--- src/rtl/mips_pkg.sv ---
// Shared MIPS encodings for the ID/EX stage: ALU control codes, alu_op
// encodings, R-type funct values and the ID/EX pipeline register layout.
package mips_pkg;

    // ALU control codes presented to the ALU
    localparam logic [3:0] AluCtrlAdd     = 4'b0010;
    localparam logic [3:0] AluCtrlSub     = 4'b0110;
    localparam logic [3:0] AluCtrlAnd     = 4'b0000;
    localparam logic [3:0] AluCtrlOr      = 4'b0001;
    localparam logic [3:0] AluCtrlInvalid = 4'b1111;

    // Main-decoder alu_op encodings
    typedef enum logic [1:0] {
        AluOpAdd   = 2'b00,
        AluOpSub   = 2'b01,
        AluOpFunct = 2'b10,
        AluOpOr    = 2'b11
    } alu_op_e;

    // R-type funct field values
    localparam logic [5:0] FunctAdd = 6'b100000;
    localparam logic [5:0] FunctSub = 6'b100010;
    localparam logic [5:0] FunctAnd = 6'b100100;
    localparam logic [5:0] FunctOr  = 6'b100101;

    // ID/EX pipeline register; all-zero is the bubble encoding
    typedef struct packed {
        logic        valid;
        logic [31:0] rs_data;
        logic [31:0] rt_data;
        logic [15:0] imm;
        logic [4:0]  rs_addr;
        logic [4:0]  rt_addr;
        logic [4:0]  dest_addr;
        logic [1:0]  alu_op;
        logic [5:0]  funct;
        logic        alu_src;
        logic        imm_zext;
        logic        reg_write;
        logic        mem_read;
        logic        mem_write;
        logic        mem_to_reg;
    } id_ex_t;

    // Widen a 16-bit immediate by zero or sign extension
    function automatic logic [31:0] extend_imm(input logic [15:0] imm, input logic zext);
        logic [31:0] ext;
        ext = zext ? {16'h0000, imm} : {{16{imm[15]}}, imm};
        return ext;
    endfunction

endpackage

--- src/rtl/alu_ctrl.sv ---
// ALU control decoder: maps alu_op and the R-type funct field to a 4-bit ALU code.
module alu_ctrl
    import mips_pkg::*;
(
    input  logic [1:0] alu_op,
    input  logic [5:0] funct,
    output logic [3:0] alu_control
);

    // Decode alu_op; only the R-type class consults funct
    always_comb begin
        alu_control = AluCtrlInvalid;
        unique case (alu_op_e'(alu_op))
            AluOpAdd: alu_control = AluCtrlAdd;
            AluOpSub: alu_control = AluCtrlSub;
            AluOpOr:  alu_control = AluCtrlOr;
            AluOpFunct: begin
                case (funct)
                    FunctAdd: alu_control = AluCtrlAdd;
                    FunctSub: alu_control = AluCtrlSub;
                    FunctAnd: alu_control = AluCtrlAnd;
                    FunctOr:  alu_control = AluCtrlOr;
                    default:  alu_control = AluCtrlInvalid;
                endcase
            end
            default: alu_control = AluCtrlInvalid;
        endcase
    end

endmodule

--- src/rtl/id_ex_stage.sv ---
// ID/EX pipeline stage: registers decoded fields, resolves EX/MEM and MEM/WB
// forwarding, selects ALU operands and detects load-use hazards.
module id_ex_stage
    import mips_pkg::*;
(
    input  logic        clk,
    input  logic        rst_n,

    input  logic        id_valid,
    input  logic [31:0] id_rs_data,
    input  logic [31:0] id_rt_data,
    input  logic [15:0] id_imm,
    input  logic [4:0]  id_rs_addr,
    input  logic [4:0]  id_rt_addr,
    input  logic [4:0]  id_rd_addr,
    input  logic [1:0]  id_alu_op,
    input  logic [5:0]  id_funct,
    input  logic        id_alu_src,
    input  logic        id_imm_zext,
    input  logic        id_reg_dst,
    input  logic        id_reg_write,
    input  logic        id_mem_read,
    input  logic        id_mem_write,
    input  logic        id_mem_to_reg,

    input  logic        stall_in,
    input  logic        flush,

    input  logic        exm_reg_write,
    input  logic [4:0]  exm_rd_addr,
    input  logic [31:0] exm_result,
    input  logic        wb_reg_write,
    input  logic [4:0]  wb_rd_addr,
    input  logic [31:0] wb_data,

    output logic [31:0] alu_input1,
    output logic [31:0] alu_input2,
    output logic [3:0]  alu_control,
    output logic [31:0] ex_store_data,
    output logic [4:0]  ex_dest_addr,
    output logic        ex_valid,
    output logic        ex_reg_write,
    output logic        ex_mem_read,
    output logic        ex_mem_write,
    output logic        ex_mem_to_reg,
    output logic        hazard_stall
);

    id_ex_t ex_q, ex_d, id_fields;
    logic [31:0] fwd_a, fwd_b;

    // Pack the decode inputs; destination is chosen here so EX sees one address
    always_comb begin
        id_fields            = '0;
        id_fields.valid      = id_valid;
        id_fields.rs_data    = id_rs_data;
        id_fields.rt_data    = id_rt_data;
        id_fields.imm        = id_imm;
        id_fields.rs_addr    = id_rs_addr;
        id_fields.rt_addr    = id_rt_addr;
        id_fields.dest_addr  = id_reg_dst ? id_rd_addr : id_rt_addr;
        id_fields.alu_op     = id_alu_op;
        id_fields.funct      = id_funct;
        id_fields.alu_src    = id_alu_src;
        id_fields.imm_zext   = id_imm_zext;
        id_fields.reg_write  = id_reg_write;
        id_fields.mem_read   = id_mem_read;
        id_fields.mem_write  = id_mem_write;
        id_fields.mem_to_reg = id_mem_to_reg;
    end

    // Load-use hazard: the load in EX writes a register the instruction in ID reads
    always_comb begin
        hazard_stall = ex_q.valid && ex_q.mem_read && (ex_q.dest_addr != 5'd0) && id_valid &&
                       ((ex_q.dest_addr == id_rs_addr) || (ex_q.dest_addr == id_rt_addr));
    end

    // Next-state priority: flush, then downstream hold, then hazard bubble, then load
    always_comb begin
        ex_d = id_fields;
        if (flush) begin
            ex_d = '0;
        end else if (stall_in) begin
            ex_d = ex_q;
        end else if (hazard_stall) begin
            ex_d = '0;
        end
    end

    // Pipeline register; reset value is the bubble
    always_ff @(posedge clk or negedge rst_n) begin
        if (!rst_n) begin
            ex_q <= '0;
        end else begin
            ex_q <= ex_d;
        end
    end

    // Operand forwarding; EX/MEM is the younger result so it wins, r0 never forwards
    always_comb begin
        fwd_a = ex_q.rs_data;
        if (exm_reg_write && (exm_rd_addr != 5'd0) && (exm_rd_addr == ex_q.rs_addr)) begin
            fwd_a = exm_result;
        end else if (wb_reg_write && (wb_rd_addr != 5'd0) && (wb_rd_addr == ex_q.rs_addr)) begin
            fwd_a = wb_data;
        end

        fwd_b = ex_q.rt_data;
        if (exm_reg_write && (exm_rd_addr != 5'd0) && (exm_rd_addr == ex_q.rt_addr)) begin
            fwd_b = exm_result;
        end else if (wb_reg_write && (wb_rd_addr != 5'd0) && (wb_rd_addr == ex_q.rt_addr)) begin
            fwd_b = wb_data;
        end
    end

    // Operand selection and EX outputs
    always_comb begin
        alu_input1    = fwd_a;
        alu_input2    = ex_q.alu_src ? extend_imm(ex_q.imm, ex_q.imm_zext) : fwd_b;
        ex_store_data = fwd_b;
        ex_dest_addr  = ex_q.dest_addr;
        ex_valid      = ex_q.valid;
        ex_reg_write  = ex_q.reg_write;
        ex_mem_read   = ex_q.mem_read;
        ex_mem_write  = ex_q.mem_write;
        ex_mem_to_reg = ex_q.mem_to_reg;
    end

    alu_ctrl u_alu_ctrl (
        .alu_op      (ex_q.alu_op),
        .funct       (ex_q.funct),
        .alu_control (alu_control)
    );

endmodule

--- config.mk ---
export PLATFORM = sky130hd
export DESIGN_NAME = id_ex_stage
export DESIGN_NICKNAME = d
export VERILOG_FILES = /design/src/rtl/mips_pkg.sv /design/src/rtl/alu_ctrl.sv /design/src/rtl/id_ex_stage.sv
export SDC_FILE = /design/constraint.sdc
export NUM_CORES = 1
export LEC_CHECK = 0
export ABC_CLOCK_PERIOD_IN_PS = 2590
export BUFFER_PORTS_ARGS = -buffer_cell sky130_fd_sc_hd__buf_2
export CORE_UTILIZATION = 40
export DETAILED_ROUTE_END_ITERATION = 8
export GPL_ROUTABILITY_DRIVEN = 0
export PLACE_DENSITY = 0.72
export SLEW_MARGIN = 10
export SYNTH_ARGS = -nofsm -noshare
export SYNTH_HDL_FRONTEND = slang
export SYNTH_SLANG_ARGS = --single-unit
--- constraint.sdc ---
create_clock -name clk -period 2.59 [get_ports clk]
set_input_delay 0 -clock clk [delete_from_list [all_inputs] [get_ports clk]]
set_output_delay 0 -clock clk [all_outputs]
set_load 0.02 [all_outputs]
# Word level (Yosys, flattened, before mapping)
# Index checks and enable logic that the tools add are counted.
[classes]
eq_ne = 14
muxes = 12
reduce_logical = 15
[ops]
columns = ["operator", "count"]
rows = [
  ["2-to-1 mux 110 bit", 3],
  ["2-to-1 mux 32 bit", 6],
  ["one-hot mux 4 bit (4 select lines)", 2],
  ["== test 5 bit", 6],
  ["== test 6 bit, second input constant", 4],
  ["nonzero test 5 bit", 3],
  ["logical AND 1 bit", 10],
  ["2-to-1 mux 5 bit", 1],
  ["== test 2 bit, second input constant", 2],
  ["== test 2 x 1 -> 1 bit, second input constant", 1],
  ["logical NOT 2 bit", 1],
  ["inequality test 2 x 1 -> 1 bit, second input constant", 1],
  ["logical OR 1 bit", 1],
]
[totals]
reg_bits = 110
in_bits = 191
out_inout_bits = 111
wordCells = 56

# Longest topological paths before layout
[depth]
depth_word = 7
depth_mapped = 7
ltp_nobuf = 5

# Hierarchy
# A second synthesis with hierarchy kept.
[hier_totals]
cells_unflattened = 878
area_unflattened_um2 = 7659.8
[modules_own_cells]
columns = ["module", "n_inst", "cells_each", "area_per_inst_um2"]
rows = [
  ["id_ex_stage", 1, 865, 7571.0],
  ["alu_ctrl", 1, 13, 88.8],
]

# Worst setup path after synthesis
# OpenSTA, ideal clock, no wires.
[synth_path]
path_kind = "flip-flop to output port"
start = "register ex_q[22] in the netlist's numbering"
end = "output alu_input2[21]"
t_arrival_ps = 2009
required_time_ps = 2590
path_slack_ps = 581
path_stages_with_launch = 7
path_buffers = 1
cell_sequence = "dfrtp_1 xnor2_1 o211ai_1 nor2_1 buf_1 a211oi_2 o31ai_1"
[synth_via]
elab_chain_cells = 5
elab_cells_between_ends = 7
cone_classes = "eq/ne: 2; mux: 3; reduce/logical: 2"
[synth_rtl]
columns = ["item", "line", "text"]
rows = [
  ["start: declaration", "id_ex_stage.sv:49", "id_ex_t ex_q, ex_d, id_fields;"],
  ["start signal: assignment", "id_ex_stage.sv:93", "ex_q <= '0;"],
  ["start signal: assignment", "id_ex_stage.sv:95", "ex_q <= ex_d;"],
  ["== test 5 bit", "id_ex_stage.sv:111", "end else if (wb_reg_write && (wb_rd_addr != 5'd0) && (wb_rd_addr == ex_q.rt_addr)) begin"],
  ["logical AND 1 bit", "id_ex_stage.sv:111", ""],
  ["2-to-1 mux 32 bit", "id_ex_stage.sv:111", ""],
  ["2-to-1 mux 32 bit *", "id_ex_stage.sv:109", "if (exm_reg_write && (exm_rd_addr != 5'd0) && (exm_rd_addr == ex_q.rt_addr)) begin"],
  ["2-to-1 mux 32 bit *", "id_ex_stage.sv:119", "alu_input2 = ex_q.alu_src ? extend_imm(ex_q.imm, ex_q.imm_zext) : fwd_b;"],
  ["end: declaration", "id_ex_stage.sv:37", "output logic [31:0] alu_input2,"],
]
# Mark *: on every way between the ends. The rest lies on a longest branch, timed or not.

# Final worst setup path
[layout_path]
start = "register ex_q[28] in the netlist's numbering"
end = "output alu_input1[22]"
[layout_via]
elab_chain_cells = 4
elab_cells_between_ends = 6
cone_classes = "eq/ne: 2; mux: 2; reduce/logical: 2"
[layout_rtl]
columns = ["item", "line", "text"]
rows = [
  ["== test 5 bit", "id_ex_stage.sv:104", "end else if (wb_reg_write && (wb_rd_addr != 5'd0) && (wb_rd_addr == ex_q.rs_addr)) begin"],
  ["logical AND 1 bit", "id_ex_stage.sv:104", ""],
  ["2-to-1 mux 32 bit", "id_ex_stage.sv:104", ""],
  ["2-to-1 mux 32 bit *", "id_ex_stage.sv:102", "if (exm_reg_write && (exm_rd_addr != 5'd0) && (exm_rd_addr == ex_q.rs_addr)) begin"],
  ["end: declaration", "id_ex_stage.sv:36", "output logic [31:0] alu_input1,"],
]
# Marked as above.

==> results_dict.tcl <==
set metrics [dict create \
    hold_class "input port to flop" \
    cts_tree "done" \
    place_area_um2 9310 \
    antenna_found_initial 1 \
    fin_area_um2 10900 \
    grt_setup_unrepaired "no" \
    wirelength_um 28300 \
    layout_commonest_cell "buf_2" \
    finalSetupViolCount 0 \
    fin_cells 1474 \
    die_h_um 141 \
    clockRootBuffer "clkbuf_16" \
    dp_worst_setup_slack_ns 0.106 \
    synth_fa_ha_area_share_pct 0 \
    cp-end-kind "output port" \
    synth_compound_area_share_pct 26.9 \
    cts_sinks 110 \
    finalWorstSetupSlack_ns 0.158 \
    max_cap_viol_count 0 \
    dp.cells 1334 \
    drcViolationCount 0 \
    syn_nets 1069 \
    drv_slew 0 \
    row_count 50 \
    clkTransAtPathRegs_ns 0.07 \
    fin_util_pct 58.1 \
    hpwl_um 18000 \
    grt_remaining_overflow 0 \
    largest_reg_flops 100 \
    synth_flop_cell "dfrtp_1" \
    finalSetupTns_ns 0 \
    n_fill_cell 1620 \
    pwr-share-clk_pct 31.7 \
    yosysUniqueCellTypes 38 \
    crit_type "flop to output port" \
    syn_avg_cell_area_um2 8.75 \
    required_ns 2.59 \
    sw_frac_of_total_pct 30.9 \
    syn_area_um2 7680 \
    comb_power_share_pct 27.9 \
    grt_start_max_net_pins 116 \
    dieArea_um2 19800 \
    ys_warn_count 0 \
    core_um2 18800 \
    max-slew-margin-rel_pct 43.0 \
    initial_core_util_pct 40.9 \
    final_cell_mix "buf_2 (298), o41ai_1 (110), dfrtp_1 (109)" \
    num-nets-final 1425 \
    finalCritPeriodShare_pct 93.9 \
    synth_top_family_by_area "compound AO/OA/AOI/OAI gates" \
    regMostFlops "ex_q" \
    insertion_delay_ns 0.35 \
    powerDensity_nw_per_um2 430 \
    post_drt_via_cell_ratio 5.63 \
    ios 302 \
    die_width_um 141 \
    worstMarginPinSlew_ns 0.853 \
    multi_input_area_um2 4150 \
    final-seq-area_um2 2750 \
    htree_levels 3 \
    finClkSkew_ns 0.00788 \
    synthSimpleGateAreaFrac_pct 18.1 \
    p_seq_share_pct 40.4 \
    firstDrtPassIters 5 \
    cts_inserted_buffers 9 \
    irDropWorstVdd_v 0.000280 \
    p_int_mw 3.24 \
    track_usage_pct 28.7 \
    drive_gt1_share_pct 31.6 \
    synth-edff-count 0 \
    numPortBuffers 301 \
    num_vias 8294 \
    hold_violations 0 \
    drt_iter0_markers 435 \
    start_kind "flop" \
    min_period_ns 2.43 \
    post_drt_wl_per_cell_um 19.2 \
    synthCells 878 \
    grt_pass1_vias 8247 \
    async_reset_ff_share_pct 100 \
    clockBufferDepth 2 \
    crit_fanout 36 \
    yosysSeqAreaShare_pct 35.8 \
    fmax_mhz 411 \
    status "finished, final reports clean" \
    synthMuxAreaShare_pct 4.82 \
    synth-seq-cells 110 \
    area_growth_pct 41.9 \
    switchingPower_mw 1.45 \
    worst_ep_arrival_time_ns 2.43 \
    synthXorXnorAreaFrac_pct 3.42 \
    p_leak_nw 5.23 \
    ant_nets 0 \
    grt_pass1_wl_um 44000 \
]
stage by stage:
| stage | hold slack, ns | power [mW] |
|---|---|---|
| floorplan | -0.296 | 2.58 |
| global placement | -0.112 | 3.05 |
| detailed placement | -0.114 | 3.06 |
| CTS | 0.00192 | 4.69 |
| global route | 0.0250 | 4.89 |
| finish | 0.00185 | 4.69 |
path summary, 6_finish.rpt:
kind | startpoint | to | slack, ns | cells past startpoint
min in group asynchronous | rst_n | ex_q[88] | 0.06 | 2
worst max-delay path | ex_q[28] | alu_input1[22] | 0.16 | 7
worst max register to register | ex_dest_addr[1] | ex_q[59] | 0.39 | 5
worst min register to register | ex_reg_write | ex_reg_write | 0.49 | 2
max in group asynchronous | rst_n | ex_q[20] | 1.70 | 3
worst min-delay path | id_rd_addr[3] | ex_dest_addr[3] | 0.002 | 3
area by class of cell:
| cell class | count | share of cell area, % |
|---|---|---|
| multi-input combinational | 564 | 38.1 |
| timing repair buffer | 443 | 27.4 |
| sequential | 110 | 25.3 |
| inverter | 106 | 3.65 |
| tap | 234 | 2.69 |
| clock buffer | 12 | 2.17 |
| clock inverter | 4 | 0.666 |
| antenna | 1 | 0.0230 |
per-layer routing:
metal	part of all wire (%)	up-vias	global-route usage [%]
met2	49	363	49.8
met4	3.9	0	14.9
met1	41	3948	34.4
met3	5.8	77	4.24
met5	0	-	0
li1	-	3906	-
power by group through the flow:
stage | combinational, mW | sequential (mW) | clock (mW)
floorplan | 0.680 | 1.90 | 0
finish | 1.31 | 1.89 | 1.49
global placement | 1.12 | 1.92 | 0
CTS | 1.28 | 1.89 | 1.51
global route | 1.41 | 1.91 | 1.57
detailed placement | 1.14 | 1.92 | 0
worst max-delay path: stages (launching register included):
cell and delay, ns:
dfrtp_1 0.42, xnor2_1 0.19, nand3_1 0.10, or4_2 0.71, buf_6 0.24, nor2_1 0.16
a21oi_1 0.06, buf_2 0.17
synthesized netlist by cell type, types with 20 or more instances:
library cell | n | area (µm²)
a211oi_2 | 30 | 375
a21boi_0 | 25 | 188
a21oi_1 | 33 | 165
clkbuf_1 | 72 | 270
dfrtp_1 | 110 | 2750
inv_1 | 106 | 398
mux2i_1 | 37 | 370
nand2_1 | 21 | 78.8
nand3b_1 | 107 | 803
nor2_1 | 99 | 372
o31ai_1 | 32 | 240
o41ai_1 | 110 | 963
xnor2_1 | 20 | 175
timing repair:
action | CTS | global route
pin swaps | 2 | 4
hold buffers | 108 | 0
endpoints found under the setup margin | 49 | 35
gates cloned | 2 | 0
buffers inserted | 4 | 9
resized for setup | 2 | 6
hold endpoints to repair | 217 | 0
logic make-up (layout without fill, tap and decap cells):
logic type / count (synthesis) / in the layout
AND/OR/NAND/NOR: 247 / 249
flip-flops: 110 / 110
buffers and inverters: 206 / 565
multiplexers: 37 / 37
AO/OA/AOI/OAI: 248 / 248
other: 0 / 1
XOR/XNOR: 30 / 30
No activity file was read; power rests on OpenSTA's default activity.
